$ cat config.mk
export PLATFORM = sky130hd
export DESIGN_NAME = butterfly_pipe
export DESIGN_NICKNAME = d
export VERILOG_FILES = /design/src/rtl/butterfly_pipe_pkg.sv /design/src/rtl/butterfly_pipe_cmult.sv /design/src/rtl/butterfly_pipe.sv
export SDC_FILE = /design/constraint.sdc
export NUM_CORES = 2
export LEC_CHECK = 0
export ABC_AREA = 1
export CAP_MARGIN = 25
export CELL_PAD_IN_SITES_DETAIL_PLACEMENT = 2
export CELL_PAD_IN_SITES_GLOBAL_PLACEMENT = 2
export CORE_MARGIN = 3
export CORE_UTILIZATION = 43
export CTS_CLUSTER_DIAMETER = 40
export DETAILED_ROUTE_END_ITERATION = 12
export PLACE_DENSITY = 0.95
export RECOVER_POWER = 100
export SYNTH_ARGS = -nofsm -noshare
export SYNTH_HDL_FRONTEND = slang
export SYNTH_SLANG_ARGS = --single-unit
$ cat constraint.sdc
create_clock -name clk -period 6 [get_ports clk]
set_input_delay 1.2 -clock clk [delete_from_list [all_inputs] [get_ports clk]]
set_output_delay 1.2 -clock clk [all_outputs]
set_load 0.01 [all_outputs]
$ cat src/rtl/butterfly_pipe_pkg.sv
// Shared FFT datapath definitions: scaling encodings, default widths and
// {real, imag} / {cos, sin} packing helpers.
`ifndef BUTTERFLY_PIPE_PKG_DEFS
`define BUTTERFLY_PIPE_PKG_DEFS
`define FFT_CPLX_PACK(re, im) {(re), (im)}
`define FFT_TW_PACK(c, s) {(c), (s)}
`endif

package butterfly_pipe_pkg;

  localparam int DEF_DATA_W = 16;
  localparam int DEF_TW_W   = 16;

  // Encoding 3 is reserved and behaves like SCALE_TRUNC.
  typedef enum logic [1:0] {
    SCALE_NONE      = 2'd0,
    SCALE_TRUNC     = 2'd1,
    SCALE_RND       = 2'd2,
    SCALE_TRUNC_ALT = 2'd3
  } scale_e;

endpackage

$ cat src/rtl/butterfly_pipe_cmult.sv
// Pipelined complex multiply P = W*B (or conj(W)*B) with round-half-up and
// saturation back to DATA_W. Pure data pipeline: no valid, no reset.
module butterfly_pipe_cmult
  import butterfly_pipe_pkg::*;
#(
  parameter int DATA_W   = DEF_DATA_W,
  parameter int TW_W     = DEF_TW_W,
  parameter int MULT_LAT = 4
) (
  input  logic                clk,
  input  logic [2*DATA_W-1:0] b,
  input  logic [2*TW_W-1:0]   w,
  input  logic                inverse,
  output logic [2*DATA_W-1:0] p,
  output logic                sat
);

  localparam int PW   = DATA_W + TW_W;
  localparam int SW   = PW + 2;
  localparam int TAIL = (MULT_LAT > 1) ? MULT_LAT - 1 : 1;

  localparam logic signed [SW-1:0] RND    = {{(SW-TW_W+1){1'b0}}, 1'b1, {(TW_W-2){1'b0}}};
  localparam logic signed [SW-1:0] SAT_HI = {{(SW-DATA_W+1){1'b0}}, {(DATA_W-1){1'b1}}};
  localparam logic signed [SW-1:0] SAT_LO = {{(SW-DATA_W+1){1'b1}}, {(DATA_W-1){1'b0}}};

  function automatic logic signed [SW-1:0] sx(input logic signed [PW-1:0] v);
    sx = {{2{v[PW-1]}}, v};
  endfunction

  // Returns {clamped, value}.
  function automatic logic [DATA_W:0] round_sat(input logic signed [SW-1:0] x);
    logic signed [SW-1:0] r;
    r = (x + RND) >>> (TW_W - 1);
    if (r > SAT_HI)      round_sat = {1'b1, 1'b0, {(DATA_W-1){1'b1}}};
    else if (r < SAT_LO) round_sat = {1'b1, 1'b1, {(DATA_W-1){1'b0}}};
    else                 round_sat = {1'b0, r[DATA_W-1:0]};
  endfunction

  logic signed [PW-1:0] c_x, s_x, br_x, bi_x;
  logic signed [PW-1:0] cbr_c, sbi_c, cbi_c, sbr_c;

  assign c_x  = {{DATA_W{w[2*TW_W-1]}}, w[2*TW_W-1:TW_W]};
  assign s_x  = {{DATA_W{w[TW_W-1]}}, w[TW_W-1:0]};
  assign br_x = {{TW_W{b[2*DATA_W-1]}}, b[2*DATA_W-1:DATA_W]};
  assign bi_x = {{TW_W{b[DATA_W-1]}}, b[DATA_W-1:0]};

  // Products of a DATA_W and a TW_W signed value always fit in PW bits.
  assign cbr_c = c_x * br_x;
  assign sbi_c = s_x * bi_x;
  assign cbi_c = c_x * bi_x;
  assign sbr_c = s_x * br_x;

  logic signed [PW-1:0] cbr_m, sbi_m, cbi_m, sbr_m;
  logic                 inv_m;

  if (MULT_LAT > 1) begin : g_prod_reg
    always_ff @(posedge clk) begin
      cbr_m <= cbr_c;
      sbi_m <= sbi_c;
      cbi_m <= cbi_c;
      sbr_m <= sbr_c;
      inv_m <= inverse;
    end
  end else begin : g_prod_comb
    assign cbr_m = cbr_c;
    assign sbi_m = sbi_c;
    assign cbi_m = cbi_c;
    assign sbr_m = sbr_c;
    assign inv_m = inverse;
  end

  // Conjugation flips the sign of the s-terms, so s = -2^(TW_W-1) stays exact.
  logic signed [SW-1:0] pr_sum, pi_sum;
  always_comb begin
    pr_sum = sx(cbr_m) - sx(sbi_m);
    pi_sum = sx(cbi_m) + sx(sbr_m);
    if (inv_m) begin
      pr_sum = sx(cbr_m) + sx(sbi_m);
      pi_sum = sx(cbi_m) - sx(sbr_m);
    end
  end

  logic [DATA_W:0]   pr_res, pi_res;
  logic [2*DATA_W:0] res_c;

  assign pr_res = round_sat(pr_sum);
  assign pi_res = round_sat(pi_sum);
  assign res_c  = {pr_res[DATA_W] | pi_res[DATA_W], pr_res[DATA_W-1:0], pi_res[DATA_W-1:0]};

  logic [2*DATA_W:0] tail_q [TAIL];

  always_ff @(posedge clk) begin
    tail_q[0] <= res_c;
    for (int i = 1; i < TAIL; i++) tail_q[i] <= tail_q[i-1];
  end

  assign p   = tail_q[TAIL-1][2*DATA_W-1:0];
  assign sat = tail_q[TAIL-1][2*DATA_W];

endmodule

$ cat src/rtl/butterfly_pipe.sv
// Radix-2 DIT butterfly: A' = A + W*B, B' = A - W*B with per-operand
// inverse/scaling control, saturation and a sticky overflow flag.
module butterfly_pipe
  import butterfly_pipe_pkg::*;
#(
  parameter int DATA_W   = DEF_DATA_W,
  parameter int TW_W     = DEF_TW_W,
  parameter int MULT_LAT = 4
) (
  input  logic                clk,
  input  logic                rst_n,
  input  logic                in_valid,
  input  logic [2*DATA_W-1:0] in_a,
  input  logic [2*DATA_W-1:0] in_b,
  input  logic [2*TW_W-1:0]   twiddle,
  input  logic                inverse,
  input  logic [1:0]          scale_mode,
  input  logic                ovf_clr,
  output logic                out_valid,
  output logic [2*DATA_W-1:0] out_a,
  output logic [2*DATA_W-1:0] out_b,
  output logic                ovf
);

  localparam int LAT = MULT_LAT + 2;

  // Valid-only stream: no ready. An operand is taken on every clock edge with
  // in_valid=1; out_valid rises exactly LAT edges later, bubbles preserved.
  logic [LAT-1:0] vld_q;

  always_ff @(posedge clk or negedge rst_n) begin
    if (!rst_n) vld_q <= '0;
    else        vld_q <= {vld_q[LAT-2:0], in_valid};
  end

  logic [2*DATA_W-1:0] p;
  logic                m_sat;

  butterfly_pipe_cmult #(
    .DATA_W   (DATA_W),
    .TW_W     (TW_W),
    .MULT_LAT (MULT_LAT)
  ) u_cmult (
    .clk     (clk),
    .b       (in_b),
    .w       (twiddle),
    .inverse (inverse),
    .p       (p),
    .sat     (m_sat)
  );

  // Operand A and scale mode ride alongside the multiplier, stage-gated.
  logic [2*DATA_W-1:0] a_q   [MULT_LAT];
  logic [1:0]          scl_q [MULT_LAT];

  always_ff @(posedge clk) begin
    if (in_valid) begin
      a_q[0]   <= in_a;
      scl_q[0] <= scale_mode;
    end
    for (int i = 1; i < MULT_LAT; i++) begin
      if (vld_q[i-1]) begin
        a_q[i]   <= a_q[i-1];
        scl_q[i] <= scl_q[i-1];
      end
    end
  end

  function automatic logic [DATA_W:0] wext(input logic [DATA_W-1:0] v);
    wext = {v[DATA_W-1], v};
  endfunction

  logic [DATA_W-1:0] a_re, a_im, p_re, p_im;
  assign a_re = a_q[MULT_LAT-1][2*DATA_W-1:DATA_W];
  assign a_im = a_q[MULT_LAT-1][DATA_W-1:0];
  assign p_re = p[2*DATA_W-1:DATA_W];
  assign p_im = p[DATA_W-1:0];

  logic [DATA_W:0] sum_re_q, sum_im_q, dif_re_q, dif_im_q;
  logic [1:0]      scl_s_q;
  logic            msat_q;

  always_ff @(posedge clk) begin
    if (vld_q[MULT_LAT-1]) begin
      sum_re_q <= wext(a_re) + wext(p_re);
      sum_im_q <= wext(a_im) + wext(p_im);
      dif_re_q <= wext(a_re) - wext(p_re);
      dif_im_q <= wext(a_im) - wext(p_im);
      scl_s_q  <= scl_q[MULT_LAT-1];
      msat_q   <= m_sat;
    end
  end

  // Returns {clamped, value}; the halving modes always fit in DATA_W.
  function automatic logic [DATA_W:0] scale_sat(input logic [DATA_W:0] x,
                                                input logic [1:0]    m);
    logic [DATA_W+1:0] xr;
    xr = {x[DATA_W], x} + {{(DATA_W+1){1'b0}}, 1'b1};
    case (scale_e'(m))
      SCALE_NONE: begin
        if (x[DATA_W] != x[DATA_W-1])
          scale_sat = {1'b1, x[DATA_W], {(DATA_W-1){~x[DATA_W]}}};
        else
          scale_sat = {1'b0, x[DATA_W-1:0]};
      end
      SCALE_RND: scale_sat = {1'b0, xr[DATA_W:1]};
      default:   scale_sat = {1'b0, x[DATA_W:1]};
    endcase
  endfunction

  logic [DATA_W:0] o_ar, o_ai, o_br, o_bi;
  logic            clamp;

  assign o_ar  = scale_sat(sum_re_q, scl_s_q);
  assign o_ai  = scale_sat(sum_im_q, scl_s_q);
  assign o_br  = scale_sat(dif_re_q, scl_s_q);
  assign o_bi  = scale_sat(dif_im_q, scl_s_q);
  assign clamp = msat_q | o_ar[DATA_W] | o_ai[DATA_W] | o_br[DATA_W] | o_bi[DATA_W];

  always_ff @(posedge clk or negedge rst_n) begin
    if (!rst_n) begin
      out_a <= '0;
      out_b <= '0;
      ovf   <= 1'b0;
    end else begin
      if (vld_q[MULT_LAT]) begin
        out_a <= `FFT_CPLX_PACK(o_ar[DATA_W-1:0], o_ai[DATA_W-1:0]);
        out_b <= `FFT_CPLX_PACK(o_br[DATA_W-1:0], o_bi[DATA_W-1:0]);
      end
      // A fresh clamp takes priority over a simultaneous clear.
      if (vld_q[MULT_LAT] && clamp) ovf <= 1'b1;
      else if (ovf_clr)             ovf <= 1'b0;
    end
  end

  assign out_valid = vld_q[LAT-1];

endmodule

==> results.toml, run 1 <==
[outcome]
status = "aborted with a tool error"
stop_stage = "3_5_place_dp"
stop_error = "[ERROR DPL-0033] detailed placement checks failed during check placement."

[synth]
syn_area_sq_mm = 0.0654
synthArstFlopShare_pct = 14.1
yosys_warnings = 0
synth_flop_cell = "dfxtp_1"
synth-edff-count = 205
synth_cell_types = 65
syn_inst = 7979
ys_seq_area_share_pct = 19.1
syn_nets = 9606
ys_ff_latch = 504
synth.avg_cell_area_sq_um = 8.20

[place]
numPortBuffers = 168
dp_hpwl_mm = 388
place_congestion = 0.931

[floorplanning]
start_util_pct = 43.5
die_x_um = 396
io-pin-count = 169
rows = 142
die_h_um = 396
[per-stage QoR]
stage                   hold slack (ns)  worst slack [ns]  std cells  area, sq um  TNS (ns)
after floorplan                   0.310            -0.206       7979        67100     -1.23
after global placement            0.310             -1.08      10600        75900    -67.45
[cell usage after synthesis, types with 9 or more instances]
cell type	n	share of area, %
inv_1	2109	12
a21oi_1	300	2.3
ha_1	472	9.0
nor2_4	11	0.19
dfrtp_1	71	2.7
o21bai_1	22	0.25
nand3_1	191	1.5
nand4_1	46	0.44
dfxtp_1	228	7.0
o21ai_0	226	1.7
nand2_2	29	0.28
inv_2	12	0.069
nand2_1	1872	11
edfxtp_1	205	9.4
nor2_1	309	1.8
a31oi_1	69	0.66
nor3_1	47	0.36
a21boi_0	17	0.20
nand3b_1	15	0.17
xnor2_1	85	1.1
or2_2	10	0.096
nor4_1	9	0.086
xor2_1	197	2.6
fa_1	1052	32
nor2_2	27	0.26
clkbuf_1	238	1.4
[cell families after synthesis]
family / count (synthesis) / share of synthesized area (%)
AND/OR/NAND/NOR: 2588 / 16.2
buffers and inverters: 2374 / 13.7
adder cells (fa/ha/maj): 1524 / 41.2
AO/OA/AOI/OAI: 707 / 6.03
flip-flops: 504 / 19.1
XOR/XNOR: 282 / 3.77
==> run 2: changes to the inputs <==
--- a/config.mk
+++ b/config.mk
@@ -7,13 +7,10 @@
 export LEC_CHECK = 0
 export ABC_AREA = 1
 export CAP_MARGIN = 25
-export CELL_PAD_IN_SITES_DETAIL_PLACEMENT = 2
-export CELL_PAD_IN_SITES_GLOBAL_PLACEMENT = 2
 export CORE_MARGIN = 3
-export CORE_UTILIZATION = 43
-export CTS_CLUSTER_DIAMETER = 40
+export CORE_UTILIZATION = 35
 export DETAILED_ROUTE_END_ITERATION = 12
-export PLACE_DENSITY = 0.95
+export PLACE_DENSITY_LB_ADDON = 0.15
 export RECOVER_POWER = 100
 export SYNTH_ARGS = -nofsm -noshare
 export SYNTH_HDL_FRONTEND = slang
==> run 2 against run 1 <==
Net effect:
- area after synthesis is the same
- the flow now finishes, with violations (max-capacitance violations, max-slew violations, negative setup slack)
- synthesized cell count is the same
==> results.toml, run 2 <==
[synth]
synth-edff-count = 205
syn_nets = 9606
synth_area_leaders = "fa_1 32%, inv_1 12%, nand2_1 11%, edfxtp_1 9.4%, ha_1 9.0%"
synth_top_cell_by_area = "fa_1"
synth_top_area_share_pct = 32.2
yosys_warnings = 0
ys_seq_area_share_pct = 19.1
synth_flop_cell = "dfxtp_1"
syn_area_sq_mm = 0.0654
synth.avg_cell_area_sq_um = 8.20
ys_ff_latch = 504
syn_inst = 7979
synth_cell_types = 65
synth_most_common_cell = "inv_1"
ys_top_cells_by_count = "2109 x inv_1, 1872 x nand2_1, 1052 x fa_1, 472 x ha_1, 309 x nor2_1"
synthArstFlopShare_pct = 14.1

[clock_network]
numCtsBuffers = 58
cts_sinks = 504
cts_max_path_buffers = 3
cts_tree = "done"
path_clk_slew_ns = 0.06
root_buffer = "clkbuf_16"
clk-insertion-delay-late_ns = 0.68
h-tree-depth = 2

[detailed_routing]
wl_per_cell_um = 17.9
num_vias = 52900
drtPass1Iterations = 8
vias_per_cell = 4.60
drt_iter0_drc = 2991
routed_wl_mm = 205
postRouteAntennaNets = 0
drc_errors = 0

[timing]
clock.fmax_ghz = 0.165
skew_ns = 0.0586
hold_viol = 0
fin_crit_sh_pct = 101
rsz0062_at_grt = "true"
fin_tns_setup_ns = -0.0846
max_slew.worst_pin.slew_ns = 3.62
timing.final.ws_setup_ns = -0.0470
relSlewSlack_pct = -141
maxSlewViolCount = 313
fin_crit_ns = 6.05
setup_viol = 3

[worst_setup_path]
cp-start-kind = "primary input"
path_max_fanout = 5
arrival_ns = 6.55
reg2reg_depth = 28
r2r_end = "u_cmult.tail_q[0][32]"
setup.worst_path.class = "in -> reg"
rrSetupSlack_ns = 0.68
crit-reg2reg-launch = "u_cmult.sbi_m[0]"
required_ns = 6.50
crit_path_end_kind = "register"

[cells_and_area]
largestRegisters = "a_q (128), u_cmult.tail_q (99)"
fillers = 18200
top_register = "a_q"
fin_util_pct = 45.3
largest_reg_flops = 128
multi_input_area_sq_mm = 0.0465
final_area_sq_mm = 0.0841
mostFrequentLayoutCell = "inv_1"
mostFrequentLayoutCells = "2014 x inv_1, 1762 x nand2_1, 992 x fa_1"
drive_gt1_share_pct = 19.7
final-seq-area_sq_mm = 0.0125
final_nets = 10600
area_growth_pct = 28.5

[hold_path]
worstHoldPathCells = 0
min_from = "u_cmult.tail_q[0][5]"
hold_path_end = "u_cmult.tail_q[0][38]"
hold_path_class = "reg -> reg"

[floorplanning]
die_h_um = 438
start_util_pct = 35.3
coreArea_sq_mm = 0.186
io-pin-count = 169
rows = 158
dieArea_sq_mm = 0.192
die_x_um = 438

[global_routing]
grt_pass1_wl_mm = 320
grt_max_degree = 72
gr-usage-all-layers_pct = 21.5
grt_pass1_vias = 55900
overflow = 0
antenna_found_initial = 7

[place]
place_ws_ns = -1.29
dp_hpwl_mm = 162
numPortBuffers = 168
placedInstanceArea_sq_mm = 0.0771
place_congestion = 0.911

[run]
drv_cap = 7

[outcome]
status = "finished with violations"
violations = "max-capacitance violations, max-slew violations, negative setup slack"
run 2: cell counts after synthesis:
No cell type changed its count.
run 2: logic make-up after synthesis:
group	Yosys count	share of synthesized area, %
simple gates	2588	16.2
buf+inv	2374	13.7
fa+ha+maj	1524	41.2
compound gates	707	6.03
flops	504	19.1
xor+xnor	282	3.77
run 2: what timing repair did:
| item | CTS | global route |
|---|---|---|
| endpoints found under the setup margin | 67 | 63 |
| hold buffers | 0 | 0 |
| gates cloned | 25 | 6 |
| buffers inserted | 146 | 79 |
| pin swaps | 178 | 265 |
| resized for setup | 439 | 465 |
run 2: through the flow:
step | hold slack, ns | std cells
4_1_cts | 0.325 | 11400
3_3_place_gp | 0.311 | 11100
6_report | 0.323 | 11500
3_5_place_dp | 0.312 | 11100
5_1_grt | 0.323 | 11500
2_1_floorplan | 0.310 | 7979
run 2: area by class of cell:
type	count	share of cell area, %
well taps	2480	3.69
repair buffers	1173	14.1
inverters	2123	9.50
flip-flops and latches	504	14.9
multi-input cells	5101	55.3
clock buffers	80	2.15
diodes	5	0.0149
clock inverters	29	0.421
run 2: layer usage:
layer  up-vias  GRT usage (%)  wire [um]
met3       277           2.36       9370
met5         -              0         35
li1      25600              -          -
met2      1167           36.6      97100
met1     25800           28.5      90700
met4         6           6.69       8060
run 2: worst max-delay path by stage:
| stage | startpoint | end | slack, ns | cells past startpoint |
|---|---|---|---|---|
| CTS | twiddle[31] | u_cmult.cbi_m[31] | -0.03 | 25 |
| finish | in_b[26] | u_cmult.cbr_m[30] | -0.05 | 21 |
| global placement | twiddle[14] | u_cmult.sbr_m[23] | -1.21 | 22 |
| detailed placement | twiddle[14] | u_cmult.sbr_m[30] | -1.29 | 21 |
| global route | twiddle[22] | u_cmult.cbr_m[31] | -0.21 | 29 |
| floorplan | in_b[1] | u_cmult.sbi_m[28] | -0.21 | 24 |
run 2: critical path, stage by stage:
cell       delay, ns
buf_4           0.16
bufbuf_16       0.29
nand2_1         0.08
fa_1            0.49
fa_1            0.56
inv_1           0.06
fa_1            0.54
inv_2           0.04
fa_1            0.48
fa_1            0.52
inv_1           0.05
fa_1            0.50
ha_4            0.31
nand4_1         0.20
nor3_4          0.35
nand3_2         0.11
nand3_2         0.12
nand3_2         0.10
nand2_4         0.12
a31oi_2         0.10
xor2_1          0.15
Power of run 2 is left out: the tool's default activity adds up to more than one toggle a clock period on the data nets, which glitch-free logic cannot reach.
